File: src/rtl/change_dispenser_pkg.sv
// Shared types for the change dispenser: FSM states, coin denomination codes and values.
package change_disp_pkg;

  localparam int unsigned AMT_W   = 32;
  localparam int unsigned DENOM_W = 2;

  localparam int unsigned DENOM_1  = 1;
  localparam int unsigned DENOM_5  = 5;
  localparam int unsigned DENOM_10 = 10;
  localparam int unsigned DENOM_20 = 20;

  typedef enum logic [2:0] {
    ST_IDLE     = 3'd0,
    ST_SELECT   = 3'd1,
    ST_DISPENSE = 3'd2,
    ST_DONE     = 3'd3,
    ST_FAULT    = 3'd4
  } state_e;

  typedef enum logic [DENOM_W-1:0] {
    CODE_1  = 2'd0,
    CODE_5  = 2'd1,
    CODE_10 = 2'd2,
    CODE_20 = 2'd3
  } denom_e;

  // Yuan value of a denomination code, sized to the amount datapath.
  function automatic logic [AMT_W-1:0] denom_value(input denom_e code);
    logic [AMT_W-1:0] v;
    v = AMT_W'(DENOM_1);
    case (code)
      CODE_1:  v = AMT_W'(DENOM_1);
      CODE_5:  v = AMT_W'(DENOM_5);
      CODE_10: v = AMT_W'(DENOM_10);
      CODE_20: v = AMT_W'(DENOM_20);
      default: v = AMT_W'(DENOM_1);
    endcase
    return v;
  endfunction

endpackage

File: src/rtl/change_dispenser_if.sv
// Controller/hopper-facing signal bundle of the change dispenser.
interface change_dispenser_if
  import change_disp_pkg::*;
#(
  parameter int unsigned CNT_W = 16
) ();

  logic             start;
  logic [AMT_W-1:0] change_in;
  logic             coin_ack;
  logic             coin_valid;
  denom_e           coin_denom;
  logic             busy;
  logic             done;
  logic             fault;
  logic [AMT_W-1:0] remaining;
  logic [CNT_W-1:0] coins_out;

  modport master (
    output start, change_in, coin_ack,
    input  coin_valid, coin_denom, busy, done, fault, remaining, coins_out
  );

  modport slave (
    input  start, change_in, coin_ack,
    output coin_valid, coin_denom, busy, done, fault, remaining, coins_out
  );

endinterface

File: src/rtl/change_dispenser_denom_select.sv
// Greedy coin picker: largest denomination not exceeding the amount (1 yuan when below 5).
module denom_select
  import change_disp_pkg::*;
(
  input  logic [AMT_W-1:0] i_amount,
  output denom_e           o_code_c
);

  always_comb begin
    o_code_c = CODE_1;
    if (i_amount >= AMT_W'(DENOM_20)) begin
      o_code_c = CODE_20;
    end else if (i_amount >= AMT_W'(DENOM_10)) begin
      o_code_c = CODE_10;
    end else if (i_amount >= AMT_W'(DENOM_5)) begin
      o_code_c = CODE_5;
    end else begin
      o_code_c = CODE_1;
    end
  end

endmodule

File: src/rtl/change_dispenser.sv
// Pays out a latched change amount as greedy coins over a valid/ack hopper handshake.
// Optional macro CHANGE_DISP_NEG_CHECK_EN: amounts with bit 31 set fault immediately.
module change_dispenser
  import change_disp_pkg::*;
#(
  parameter int unsigned ACK_TIMEOUT = 1000,
  parameter int unsigned CNT_W       = 16
) (
  input logic               clk,
  input logic               rst,
  change_dispenser_if.slave bus
);

  localparam int unsigned      WAIT_W    = $clog2(ACK_TIMEOUT);
  // Last counter value seen in DISPENSE before the counter would reach ACK_TIMEOUT-1.
  localparam logic [WAIT_W-1:0] WAIT_LAST = WAIT_W'(ACK_TIMEOUT - 2);

  state_e            r_state;
  logic [AMT_W-1:0]  r_remaining;
  logic [CNT_W-1:0]  r_coins;
  denom_e            r_denom;
  logic [WAIT_W-1:0] r_wait;
  logic              r_coin_valid;
  logic              r_busy;
  logic              r_done;
  logic              r_fault;

  denom_e            w_sel_code;
  logic              w_neg_amt;

  denom_select u_denom_select (
    .i_amount (r_remaining),
    .o_code_c (w_sel_code)
  );

`ifdef CHANGE_DISP_NEG_CHECK_EN
  assign w_neg_amt = bus.change_in[AMT_W-1];
`else
  assign w_neg_amt = 1'b0;
`endif

  always_ff @(posedge clk or posedge rst) begin
    if (rst) begin
      r_state      <= ST_IDLE;
      r_remaining  <= '0;
      r_coins      <= '0;
      r_denom      <= CODE_1;
      r_wait       <= '0;
      r_coin_valid <= 1'b0;
      r_busy       <= 1'b0;
      r_done       <= 1'b0;
      r_fault      <= 1'b0;
    end else begin
      r_done <= 1'b0;
      case (r_state)
        ST_IDLE: begin
          if (bus.start) begin
            r_busy  <= 1'b1;
            r_coins <= '0;
            if (w_neg_amt) begin
              r_remaining <= '0;
              r_fault     <= 1'b1;
              r_state     <= ST_FAULT;
            end else begin
              r_remaining <= bus.change_in;
              r_state     <= ST_SELECT;
            end
          end
        end

        ST_SELECT: begin
          if (r_remaining == '0) begin
            r_done  <= 1'b1;
            r_state <= ST_DONE;
          end else begin
            r_denom      <= w_sel_code;
            r_wait       <= '0;
            r_coin_valid <= 1'b1;
            r_state      <= ST_DISPENSE;
          end
        end

        // Ack is checked before the timeout so a late ack still counts the coin.
        ST_DISPENSE: begin
          if (bus.coin_ack) begin
            r_coin_valid <= 1'b0;
            r_remaining  <= r_remaining - denom_value(r_denom);
            if (r_coins != '1) begin
              r_coins <= r_coins + CNT_W'(1);
            end
            r_state <= ST_SELECT;
          end else if (r_wait == WAIT_LAST) begin
            r_coin_valid <= 1'b0;
            r_fault      <= 1'b1;
            r_state      <= ST_FAULT;
          end else begin
            r_wait <= r_wait + WAIT_W'(1);
          end
        end

        ST_DONE: begin
          r_busy  <= 1'b0;
          r_state <= ST_IDLE;
        end

        ST_FAULT: begin
          r_state <= ST_FAULT;
        end

        default: begin
          r_state <= ST_IDLE;
        end
      endcase
    end
  end

  assign bus.coin_valid = r_coin_valid;
  assign bus.coin_denom = r_denom;
  assign bus.busy       = r_busy;
  assign bus.done       = r_done;
  assign bus.fault      = r_fault;
  assign bus.remaining  = r_remaining;
  assign bus.coins_out  = r_coins;

endmodule

File: src/flat_wrapper.sv
// flat-port wrapper written by rule: the top's interface ports become plain ports
module change_dispenser_flat import change_disp_pkg::*;
#(
  parameter int unsigned ACK_TIMEOUT = 1000,
  parameter int unsigned CNT_W       = 16
)
  (clk, rst, bus_start, bus_change_in, bus_coin_ack, bus_coin_valid, bus_coin_denom, bus_busy, bus_done, bus_fault, bus_remaining, bus_coins_out);
  change_dispenser_if #(.CNT_W(CNT_W)) bus_i ();
  input logic clk;
  input logic rst;
  input wire logic [$bits(bus_i.start)-1:0] bus_start;
  input wire logic [$bits(bus_i.change_in)-1:0] bus_change_in;
  input wire logic [$bits(bus_i.coin_ack)-1:0] bus_coin_ack;
  output wire logic [$bits(bus_i.coin_valid)-1:0] bus_coin_valid;
  output wire logic [$bits(bus_i.coin_denom)-1:0] bus_coin_denom;
  output wire logic [$bits(bus_i.busy)-1:0] bus_busy;
  output wire logic [$bits(bus_i.done)-1:0] bus_done;
  output wire logic [$bits(bus_i.fault)-1:0] bus_fault;
  output wire logic [$bits(bus_i.remaining)-1:0] bus_remaining;
  output wire logic [$bits(bus_i.coins_out)-1:0] bus_coins_out;
  assign bus_i.start = bus_start;
  assign bus_i.change_in = bus_change_in;
  assign bus_i.coin_ack = bus_coin_ack;
  assign bus_coin_valid = bus_i.coin_valid;
  assign bus_coin_denom = bus_i.coin_denom;
  assign bus_busy = bus_i.busy;
  assign bus_done = bus_i.done;
  assign bus_fault = bus_i.fault;
  assign bus_remaining = bus_i.remaining;
  assign bus_coins_out = bus_i.coins_out;
  change_dispenser #(.ACK_TIMEOUT(ACK_TIMEOUT), .CNT_W(CNT_W)) u_core (.clk(clk), .rst(rst), .bus(bus_i));
endmodule
File: config.mk
export PLATFORM = sky130hd
export DESIGN_NAME = change_dispenser_flat
export DESIGN_NICKNAME = d
export VERILOG_FILES = /design/src/rtl/change_dispenser_pkg.sv /design/src/rtl/change_dispenser_if.sv /design/src/rtl/change_dispenser_denom_select.sv /design/src/rtl/change_dispenser.sv /design/src/flat_wrapper.sv
export SDC_FILE = /design/constraint.sdc
export NUM_CORES = 1
export LEC_CHECK = 0
export ABC_CLOCK_PERIOD_IN_PS = 5500
export CAP_MARGIN = 20
export CELL_PAD_IN_SITES_DETAIL_PLACEMENT = 2
export CELL_PAD_IN_SITES_GLOBAL_PLACEMENT = 2
export CORE_UTILIZATION = 33
export DETAILED_ROUTE_END_ITERATION = 8
export PLACE_DENSITY = 0.84
export SLEW_MARGIN = 25
export SYNTH_ARGS = -nofsm -noshare
export SYNTH_HDL_FRONTEND = slang
export SYNTH_SLANG_ARGS = --single-unit
export TNS_END_PERCENT = 100
File: constraint.sdc
create_clock -name clk -period 5.5 [get_ports clk]
set_input_delay 0.55 -clock clk [delete_from_list [all_inputs] [get_ports clk]]
set_output_delay 0.55 -clock clk [all_outputs]
set_load 0.1 [all_outputs]
==> results.tsv <==
stage	metric	value	unit
status	status	finished clean	
timing	final hold vios	0	
layout	area of the multi-input gates	0.00230	mm²
clock_network	cts repair resizes	0	
placement	post-place setup slack	2270	ps
synth	Cell Area, Synth	0.00413	mm²
timing	Final setup viols	0	
global_routing	GRT Total Usage	23.6	%
floorplanning	CORE AREA	0.0121	mm²
synth	top_reg_cell synth	dfrtp_1	
clock_network	clk_lat worst skew	350	ps
hold_path	min-delay src	u_core.bus.fault	
floorplanning	die area	0.0130	mm²
detailed_routing	DR DRC count	0	
synth	Ys Warns	0	
placement	Post-DP HPWL	9890	µm
layout	commonest non-fill, non-tap cell in the layout	clkdlybuf4s50_1	
timing	FMAX	305	MHz
timing	PnR worst setup slack	2220	ps
detailed_routing	final wirelength	14500	µm
timing	setup TNS	0	ps
global_routing	initial antenna violation count	0	
timing	skew final	7.56	ps
timing	crit share post-route	59.6	%
setup_path	WP buf/inv	0	
floorplanning	IO Count	90	
timing	Slew HR	31.4	%
placement	Port Buffer Count	89	
timing	Worst-Margin Slew	1030	ps
setup_path	Required @ worst endpoint	5700	ps
clock_network	# H-tree levels	3	
layout	ant diodes	0	
layout	most frequent cells in the layout	89 x clkdlybuf4s50_1, 67 x dfrtp_1, 58 x nor2_1	
global_routing	grt total ovfl	0	
global_routing	vias in the first global route	4597	
setup_path	Data arrival, critical path	3480	ps
clock_network	TritonCTS clock tree	yes	
setup_path	max incr delay on CP	770	ps
detailed_routing	per-cell routed wire length	20.0	µm
global_routing	largest net degree at the start of global routing	68	
clock_network	CTS Hold Buffers Added	0	
placement	Placer Congestion	0.780	
setup_path	critical path's top delay family	compound AO/OA/AOI/OAI gates	
flow_run	max_cap viols	0	
synth	Post-Syn Area per Cell	8.68	µm²
layout	Fillers	1348	
layout	FF+latch area	0.00168	mm²
detailed_routing	Iter 0 DRT Violations	184	
synth	#FFs+latches synth	67	
setup_path	Setup crit end kind	register	
layout	cell area after layout	0.00550	mm²
clock_network	Post-CTS Setup Inserts	0	
hold_path	type of the worst min-delay path	register to register	
layout	P&R area growth vs syn	33.0	%
setup_path	Setup crit start	u_core.bus.remaining[2]	
clock_network	cell at the root of the clock tree	clkbuf_16	
timing	Final Slew Violations	0	
clock_network	Worst-path clk slew	60	ps
synth	number of library cell types mapped by synthesis	69	
floorplanning	die height	114	µm
clock_network	CTS sink cnt	67	
setup_path	CP Launch Type	register	
power	VDD IR-drop max	0.404	mV
setup_path	slowest CP cell	o21ai_1	
power	Power Density	670	mW/mm²
clock_network	total CTS buffers	9	
timing	RSZ-0062 raised after global routing	false	
layout	final net count	597	
clock_network	CTS max path bufs	2	
floorplanning	site row count	40	
setup_path	Worst Path Class, Setup	register to register	
placement	post-place instance area	0.00515	mm²
floorplanning	die width	114	µm
global_routing	first-pass GRT wire length	23800	µm
detailed_routing	vias per cell	5.70	
detailed_routing	via count	4136	
synth	Seq/Total Area, Yosys	40.6	%
power	Leak Pwr	2.11	nW
detailed_routing	first drt pass iteration count	4	
synth	Syn Inst Count	476	
layout	share of post-route cells with drive strength above 1	7.54	%
floorplanning	Initial Util	34.1	%
setup_path	worst r2r src	u_core.bus.remaining[2]	
detailed_routing	Post-DRT Antenna Nets	0	
synth	ys async rst share	100	%
layout	Layout Utilization	45.4	%
synth	Post-synth EDFFs	0	
synth	Post-Syn Nets	521	
setup_path	worst-path fanout max	14	
setup_path	critical-path cell list	ha_1 > nor2b_1 > o21a_1 > o21ai_1 > nand3_1 > o311ai_0 > o21ai_0	
timing	fin crit period	3280	ps
==> metal layers <==
| layer | vias to the layer above | track usage [%] | wire length [µm] |
|---|---|---|---|
| met3 | 22 | 4.73 | 532 |
| met2 | 75 | 39.9 | 7080 |
| met4 | 0 | 8.31 | 245 |
| met1 | 2129 | 29.8 | 6670 |
| met5 | - | 0 | 0 |
| li1 | 1910 | - | - |
==> report_power, final <==
group,leakage (nW),switching (mW),total (mW),internal [mW]
sequential,0.831,0.235,0.872,0.637
clock,0.169,0.232,0.686,0.454
combinational,1.11,1.60,2.13,0.529
total,2.11,2.06,3.68,1.62
==> synthesized netlist by cell type (7+ instances only) <==
cell / number / area, µm²
a31oi_1: 9 / 56.3
nand4_1: 12 / 75.1
dfrtp_1: 67 / 1680
clkbuf_1: 21 / 78.8
xnor2_1: 13 / 114
o21ai_0: 20 / 100
a21oi_1: 38 / 190
inv_1: 12 / 45.0
nand2_1: 43 / 161
nor2_1: 59 / 221
o22ai_1: 7 / 43.8
ha_1: 8 / 100
nand3_1: 22 / 110
nor3_1: 17 / 85.1
or3_1: 10 / 62.6
==> flip-flops by register name, summed over array words and instances, names as in the netlist <==
signal,flops
u_core.bus.coin_valid,1
u_core.r_wait,10
u_core.bus.coin_denom,2
u_core.bus.remaining,32
u_core.bus.coins_out,16
u_core.bus.done,1
u_core.bus.fault,1
u_core.r_state,3
u_core.bus.busy,1
==> through the flow <==
stage / cells / power, mW / hold slack (ps)
2_1_floorplan: 476 / 2.43 / 459
3_3_place_gp: 709 / 2.92 / 464
3_5_place_dp: 709 / 3.00 / 473
4_1_cts: 725 / 3.70 / 484
5_1_grt: 725 / 3.86 / 522
6_report: 725 / 3.68 / 478
==> kinds of logic after synthesis <==
logic type,count (synthesis),share of synthesized area [%]
buf+inv,40,4.06
mux,3,0.757
flops,67,40.6
fa+ha+maj,9,2.91
simple gates,210,26.0
xor+xnor,17,3.60
compound gates,130,22.1
==> final timing paths <==
kind / to / depth (start not counted) / slack (ps)
worst max-delay path: u_core.bus.remaining[22] / 7 / 2220
worst min-delay path: u_core.bus.fault / 1 / 480
worst max register to register: u_core.bus.remaining[22] / 7 / 2220
worst min register to register: u_core.bus.fault / 1 / 480
max in group asynchronous: u_core.bus.remaining[17] / 3 / 4090
min in group asynchronous: u_core.bus.coins_out[4] / 3 / 830
==> layout make-up <==
class / instances / share of cell area, %
multi-input cells: 369 / 41.9
flip-flops and latches: 67 / 30.5
repair buffers: 93 / 16.8
clock buffers: 11 / 4.42
well taps: 168 / 3.82
clock inverters: 5 / 1.82
inverters: 12 / 0.819
Note: power is estimated with default switching activity, not from simulation.
